===== config.mk =====
export PLATFORM = sky130hd
export DESIGN_NAME = johnson_sample_decoder
export DESIGN_NICKNAME = d
export VERILOG_FILES = /design/src/rtl/johnson_sample_decoder.sv
export SDC_FILE = /design/constraint.sdc
export NUM_CORES = 1
export LEC_CHECK = 0
export CAP_MARGIN = 20
export CORE_ASPECT_RATIO = 1.25
export CORE_MARGIN = 1
export CORE_UTILIZATION = 35
export CTS_BUF_LIST = sky130_fd_sc_hd__clkbuf_8 sky130_fd_sc_hd__clkbuf_16
export DETAILED_ROUTE_END_ITERATION = 10
export GPL_TIMING_DRIVEN = 0
export PLACE_DENSITY = 0.6
export SLEW_MARGIN = 30
export SYNTH_ARGS = -nofsm -noshare
export SYNTH_HDL_FRONTEND = slang
export SYNTH_SLANG_ARGS = --single-unit
export TNS_END_PERCENT = 1

===== constraint.sdc =====
create_clock -name i_clk -period 5.18 [get_ports i_clk]
set_input_delay 0.518 -clock i_clk [delete_from_list [all_inputs] [get_ports i_clk]]
set_output_delay 0.518 -clock i_clk [all_outputs]
set_load 0.01 [all_outputs]

===== src/rtl/johnson_sample_decoder.sv =====
// Johnson-digit sample decoder: accepts one three-digit Johnson-coded sample
// per handshake, decodes it serially to binary 0..999, reports the modulo
// wrap difference from the previous good sample and flags illegal digit codes.
module johnson_sample_decoder #(
    parameter int unsigned pMOD         = 1000,
    parameter bit          pHOLD_ON_ERR = 1'b1
) (
    input  logic       i_clk,
    input  logic       i_rst_n,
    input  logic       i_valid,
    output logic       o_ready,
    input  logic [4:0] i_100,
    input  logic [4:0] i_010,
    input  logic [4:0] i_001,
    output logic       o_valid,
    input  logic       i_ready,
    output logic [9:0] o_value,
    output logic [9:0] o_delta,
    output logic       o_first,
    output logic [2:0] o_err
);

    typedef enum logic [2:0] {
        IDLE = 3'd0,
        DEC2 = 3'd1,
        DEC1 = 3'd2,
        DEC0 = 3'd3,
        OUT  = 3'd4
    } state_t;

    localparam logic [10:0] MOD_C = 11'(pMOD);

    // Johnson code to digit; bit 4 of the result is the illegal-code flag and
    // an illegal code decodes as digit 0.
    function automatic logic [4:0] johnson_dec(input logic [4:0] code);
        logic [4:0] res;
        case (code)
            5'b00000: res = {1'b0, 4'd0};
            5'b00001: res = {1'b0, 4'd1};
            5'b00011: res = {1'b0, 4'd2};
            5'b00111: res = {1'b0, 4'd3};
            5'b01111: res = {1'b0, 4'd4};
            5'b11111: res = {1'b0, 4'd5};
            5'b11110: res = {1'b0, 4'd6};
            5'b11100: res = {1'b0, 4'd7};
            5'b11000: res = {1'b0, 4'd8};
            5'b10000: res = {1'b0, 4'd9};
            default:  res = {1'b1, 4'd0};
        endcase
        return res;
    endfunction

    state_t      state_r;
    logic [4:0]  d100_r;
    logic [4:0]  d010_r;
    logic [4:0]  d001_r;
    logic [9:0]  acc_r;
    logic [9:0]  prev_r;
    logic        has_prev_r;
    logic [9:0]  value_r;
    logic [9:0]  delta_r;
    logic        first_r;
    logic [2:0]  err_r;
    logic        valid_r;
    logic        ready_r;

    logic [4:0]  dec100_s;
    logic [4:0]  dec010_s;
    logic [4:0]  dec001_s;
    logic [2:0]  err_s;
    logic [9:0]  new_value_s;
    logic [10:0] new_ext_s;
    logic [10:0] prev_ext_s;
    logic [10:0] delta_ext_s;
    logic        keep_prev_s;

    assign dec100_s = johnson_dec(d100_r);
    assign dec010_s = johnson_dec(d010_r);
    assign dec001_s = johnson_dec(d001_r);
    assign err_s    = {dec100_s[4], dec010_s[4], dec001_s[4]};

    // Final accumulation step and wrap-aware difference against the previous good value
    always_comb begin
        new_value_s = (acc_r * 10'd10) + {6'd0, dec001_s[3:0]};
        new_ext_s   = {1'b0, new_value_s};
        prev_ext_s  = {1'b0, prev_r};
        delta_ext_s = 11'd0;
        if (new_ext_s >= prev_ext_s) begin
            delta_ext_s = new_ext_s - prev_ext_s;
        end else begin
            delta_ext_s = (new_ext_s + MOD_C) - prev_ext_s;
        end
    end

    // An errored result only becomes the reference when errors are not held off
    always_comb begin
        keep_prev_s = 1'b0;
        if (pHOLD_ON_ERR && (err_r != 3'b000)) begin
            keep_prev_s = 1'b1;
        end else begin
            keep_prev_s = 1'b0;
        end
    end

    // Sample FSM: accept, three serial decode steps, then hold result until handshake
    always_ff @(posedge i_clk or negedge i_rst_n) begin
        if (!i_rst_n) begin
            state_r    <= IDLE;
            d100_r     <= 5'd0;
            d010_r     <= 5'd0;
            d001_r     <= 5'd0;
            acc_r      <= 10'd0;
            prev_r     <= 10'd0;
            has_prev_r <= 1'b0;
            value_r    <= 10'd0;
            delta_r    <= 10'd0;
            first_r    <= 1'b1;
            err_r      <= 3'b000;
            valid_r    <= 1'b0;
            ready_r    <= 1'b1;
        end else begin
            case (state_r)
                IDLE: begin
                    if (i_valid) begin
                        d100_r  <= i_100;
                        d010_r  <= i_010;
                        d001_r  <= i_001;
                        acc_r   <= 10'd0;
                        ready_r <= 1'b0;
                        state_r <= DEC2;
                    end else begin
                        ready_r <= 1'b1;
                        state_r <= IDLE;
                    end
                end
                DEC2: begin
                    acc_r   <= {6'd0, dec100_s[3:0]};
                    state_r <= DEC1;
                end
                DEC1: begin
                    acc_r   <= (acc_r * 10'd10) + {6'd0, dec010_s[3:0]};
                    state_r <= DEC0;
                end
                DEC0: begin
                    value_r <= new_value_s;
                    err_r   <= err_s;
                    if (has_prev_r) begin
                        delta_r <= delta_ext_s[9:0];
                        first_r <= 1'b0;
                    end else begin
                        delta_r <= 10'd0;
                        first_r <= 1'b1;
                    end
                    valid_r <= 1'b1;
                    state_r <= OUT;
                end
                OUT: begin
                    if (i_ready) begin
                        if (!keep_prev_s) begin
                            prev_r     <= value_r;
                            has_prev_r <= 1'b1;
                        end else begin
                            prev_r     <= prev_r;
                            has_prev_r <= has_prev_r;
                        end
                        valid_r <= 1'b0;
                        ready_r <= 1'b1;
                        state_r <= IDLE;
                    end else begin
                        state_r <= OUT;
                    end
                end
                default: begin
                    valid_r <= 1'b0;
                    ready_r <= 1'b1;
                    state_r <= IDLE;
                end
            endcase
        end
    end

    assign o_ready = ready_r;
    assign o_valid = valid_r;
    assign o_value = value_r;
    assign o_delta = delta_r;
    assign o_first = first_r;
    assign o_err   = err_r;

endmodule


# Word level (Yosys, flattened, before mapping)
# Memory sizes are Yosys's and may differ from the RTL's.
# Cells that the tools add are included.
# op_classes
magnitude_cmp	1
n_reduce_logical	10
n_addsub	5
n_bitwise	3
mul	1
eq_ne	6
n_mux	14
# op_table
cell	n
$mux 10	3
$pmux 10 s3	1
$add 10x4->10	2
$sub 10x10->10	2
$pmux 3 s5	1
$add 10x10->10 const B	1
$ge 10x10->1	1
$mul 10x3->9 const B	1
$reduce_and 2->1	4
$eq 3x2->1 const B	2
$mux 1	6
$pmux 1 s3	2
$reduce_bool 3->1	2
$reduce_or 3->1	2
$ne 2x2->1 const B	2
$eq 3x1->1 const B	1
$eq 3x3->1 const B	1
$logic_not 3->1	1
$mux 3	1
$not 1->1	3
$reduce_and 3->1	1
# totals
reg_bits	65
memories	3
input_bits	19
romBits	480
# mem_list
name	depth	width	rd	rd_ports_with_merged_regs	wr	line_no	source
(name not given)	32	5	1	0	0	37	case (code)
(name not given)	32	5	1	0	0	37	
(name not given)	32	5	1	0	0	37	

# Logic depth before layout (Yosys ltp)
# logic_depth
ltp_word	6
ltp_mapped	21

# Worst setup path after synthesis
# Ideal clock, no wire load.
# synth_timing
path_type	flip-flop to flip-flop
startpoint	reg d001_r[0]
endpoint	reg delta_r[9], in the netlist o_delta[9]
required_time_ns	5.052
arrival_ns	3.704
n_path_buf	0
setup_ns	0.128
slack_ns	1.348
path_stages_with_launch	20
cell_sequence	dfrtp_1 -> ha_1 -> nand2_1 -> o21ai_0 -> and3_1 -> ha_1 -> a21o_1 -> a21oi_1 -> nor2_1 -> xnor2_1 -> inv_1 -> ha_1 -> inv_1 -> ha_1 -> and3_1 -> a2111oi_2 -> a21oi_1 -> xnor2_1 -> mux2i_1 -> o21ai_0
# synth_via
elab_chain_len	6
word_cells_on_any_way	8
cone_classes	add/sub: 4; order compare: 1; mux: 2; memory: 1
# synth_lines
element	line_no	source
from (decl)	56	logic [4:0] d001_r;
from (signal assigned)	127	d001_r <= i_001;
$mem_v2 32x5 (*)	n/a	
$add 10x4->10 (*)	84	new_value_s = (acc_r * 10'd10) + {6'd0, dec001_s[3:0]};
net new_value_s[6]	71	logic [9:0] new_value_s;
$add 10x10->10	91	delta_ext_s = (new_ext_s + MOD_C) - prev_ext_s;
$sub 10x10->10	91	
$mux 10 (*)	88	if (new_ext_s >= prev_ext_s) begin
$mux 10 (*)	147	if (has_prev_r) begin
to (signal assigned)	148	delta_r <= delta_ext_s[9:0];
to (decl)	61	logic [9:0] delta_r;
# Mark *: on every way through the listed nets, which the timed path passes. The rest lies on a longest branch.
# A chain may end at the register's enable or synchronous reset.

# Worst setup path in the final report
# Same ends and word-level chain as after synthesis.

==> flow_summary.toml <==
[cells_and_area]
layout_common_cells = "nand2_1, dfrtp_1, ha_1, o21ai_0, inv_1"
syn_to_final_growth_pct = 21.5
antenna_cells = 0
nets = 629
drive_gt1_frac = 0.0906
finalInstanceArea_mm2 = 0.00557
final_common_cell = "nand2_1"

[synth]
async_reset_ff_frac = 1.00
synth_edf_count = 0
syn_nets = 573
avgSynthCellArea_um2 = 9.33
synth-seq-area-share = 0.350
ys_types = 55
synth_area_mm2 = 0.00458
synthesis.instances = 491
synth_top_flop_cell = "dfrtp_1"
ys_warn_count = 0
ys_seq_elements = 64

[clocking]
cts_hold_buf = 0
cts_resized = 0
cts_setup_buffers = 0
cts_sinks = 64
cts_made_buffers = 9
root_buffer = "clkbuf_16"
clk_latency_ns = 0.34
cts_tree = "done"
clk_pin_slew_worst_paths_ns = 0.06
htreeDepth = 3
cts_max_path_buffers = 2

[route]
drtIter0Drc = 110
drt-wirelength-per-cell_um = 14.2
antenna_left = 0
post_drt_via_cell_ratio = 5.05
dr_total_vias = 3635
wl_mm = 10.3
drc_errors = 0
firstDrtPassIters = 4

[global_routing]
antenna_found_initial = 0
grt_pass1_wl_mm = 17.8
grt_max_degree = 48
grt_usage = 0.167
grt_pass1_vias = 3781
grt-ovfl-total = 0

[worst_setup_path]
path_buf_inv = 2
path_cells = "ha_1 -> nand2_1 -> o21ai_0 -> and3_1 -> ha_1 -> a21o_1 -> a21oi_1 -> nor2_1 -> xnor2_1 -> inv_1 -> ha_1 -> inv_1 -> ha_1 -> and3_1 -> a2111oi_2 -> a21oi_1 -> xnor2_1 -> mux2i_1 -> o21ai_0"
setup.worst_path.start_class = "flop"
arrival_ns = 4.62
cpPeakStageDelay_ns = 0.48
slowest_stage = "a2111oi_2"
critPathKind = "flop to flop"
end_kind = "flop"
cp_max_fo = 5
crit_top_cell = "ha_1"
crit_required_ns = 5.43
crit_family = "compound AO/OA/AOI/OAI gates"

[floorplanning]
row_count = 46
io_pins = 45
die_y_um = 130
initial_core_util = 0.360
dieArea_mm2 = 0.0136
fp.dieW_um = 104
core-area_mm2 = 0.0127

[sta]
fmax_ghz = 0.229
worst_pin_slew_ns = 0.861
rsz0062_at_grt = "no"
clock_skew_ns = 0.00891
period_needed_ns = 4.36
relSlewSlack = 0.425
finalSetupViolations = 0
fin_tns_setup_ns = 0
finalHoldViolations = 0
finalCritPeriodShare = 0.843
slew_violations = 0

[place]
io_buffers = 44
placed_area_mm2 = 0.00526
post-dp-hpwl_mm = 7.89
gp_routability_congestion = 0.868

[min_path]
min_path_type = "input port to asynchronous set/reset pin"

[job]
cap_violations = 0

[status]
outcome = "completed"
[path summary, 6_finish.rpt]
| kind | from | end | slack, ns | cells past startpoint |
|---|---|---|---|---|
| min in group i_clk | o_delta[0]$_DFFE_PN0P_ | o_delta[0]$_DFFE_PN0P_ | 0.48 | 2 |
| max reg2reg | d001_r[0]$_DFFE_PN0P_ | o_delta[9]$_DFFE_PN0P_ | 0.82 | 19 |
| min | i_rst_n | o_delta[9]$_DFFE_PN0P_ | 0.06 | 1 |
| max | d001_r[0]$_DFFE_PN0P_ | o_delta[9]$_DFFE_PN0P_ | 0.82 | 19 |
| max in group asynchronous | i_rst_n | o_ready$_DFFE_PN1P_ | 4.55 | 2 |
| min reg2reg | o_delta[0]$_DFFE_PN0P_ | o_delta[0]$_DFFE_PN0P_ | 0.48 | 2 |
[registers in the layout, indices dropped and copies added, names as in the netlist]
name        cells
has_prev_r      1
state_r         3
acc_r           9
o_valid         1
d001_r          5
o_err           3
prev_r         10
o_ready         1
o_delta        10
o_value        10
o_first         1
d100_r          5
d010_r          5
[cell usage after synthesis (all sizes together), types with 2 or more instances]
cell type	number	area, µm²
a2111oi	3	32.5
a211oi	3	22.5
a21o	7	52.6
a21oi	24	128
a22oi	3	22.5
a311oi	2	17.5
a31oi	3	18.8
and2	2	12.5
and3	4	25.0
buf	4	18.8
clkbuf	12	45.0
dfrtp	62	1550
dfstp	2	52.6
fa	8	160
ha	55	688
inv	46	173
mux2	18	206
mux2i	9	90.1
nand2	65	246
nand2b	4	25.0
nand3	4	20.0
nand3b	4	30.0
nand4	3	18.8
nor2	22	82.6
nor2b	3	18.8
nor3	8	40.0
nor3b	3	22.5
o2111ai	2	17.5
o211ai	2	15.0
o21a	3	22.5
o21ai	48	240
o21bai	2	15.0
o31ai	3	22.5
or2	2	12.5
or3	2	12.5
xnor2	19	166
xor2	12	105
[through the flow]
step / setup WS, ns / cells / utilization / hold WS, ns
2_1_floorplan: 1.35 / 491 / - / 0.222
3_3_place_gp: 0.882 / 703 / 0.411 / 0.462
3_5_place_dp: 0.796 / 704 / 0.414 / 0.421
4_1_cts: 0.748 / 720 / 0.438 / 0.0548
5_1_grt: 0.376 / 720 / 0.438 / 0.0680
6_report: 0.815 / 720 / 0.438 / 0.0593
[layer usage]
layer / vias to the layer above / GRT usage / wire (µm)
li1: 1798 / - / -
met1: 1750 / 0.185 / 4340
met2: 71 / 0.313 / 5410
met3: 16 / 0.0310 / 298
met4: 0 / 0.0689 / 205
met5: - / 0 / 0
[area by class of cell]
type | count | area (µm²)
buffer | 16 | 63.8
tap | 168 | 210
multi-input combinational | 365 | 2750
sequential | 64 | 1600
inverter | 46 | 173
timing repair buffer | 45 | 465
clock inverter | 7 | 80.1
clock buffer | 9 | 225
fill | 1231 | 7150
[kinds of logic after synthesis]
kind of cell,after synthesis,share of synthesized area
AO/OA/AOI/OAI,111,0.148
XOR/XNOR,32,0.0642
adder cells (fa/ha/maj),63,0.185
buffers and inverters,62,0.0516
flip-flops,64,0.350
multiplexers,27,0.0647
AND/OR/NAND/NOR,132,0.136
Power is left out: the tool's default activity adds up to more than one toggle a clock period on the data nets, which glitch-free logic cannot reach.
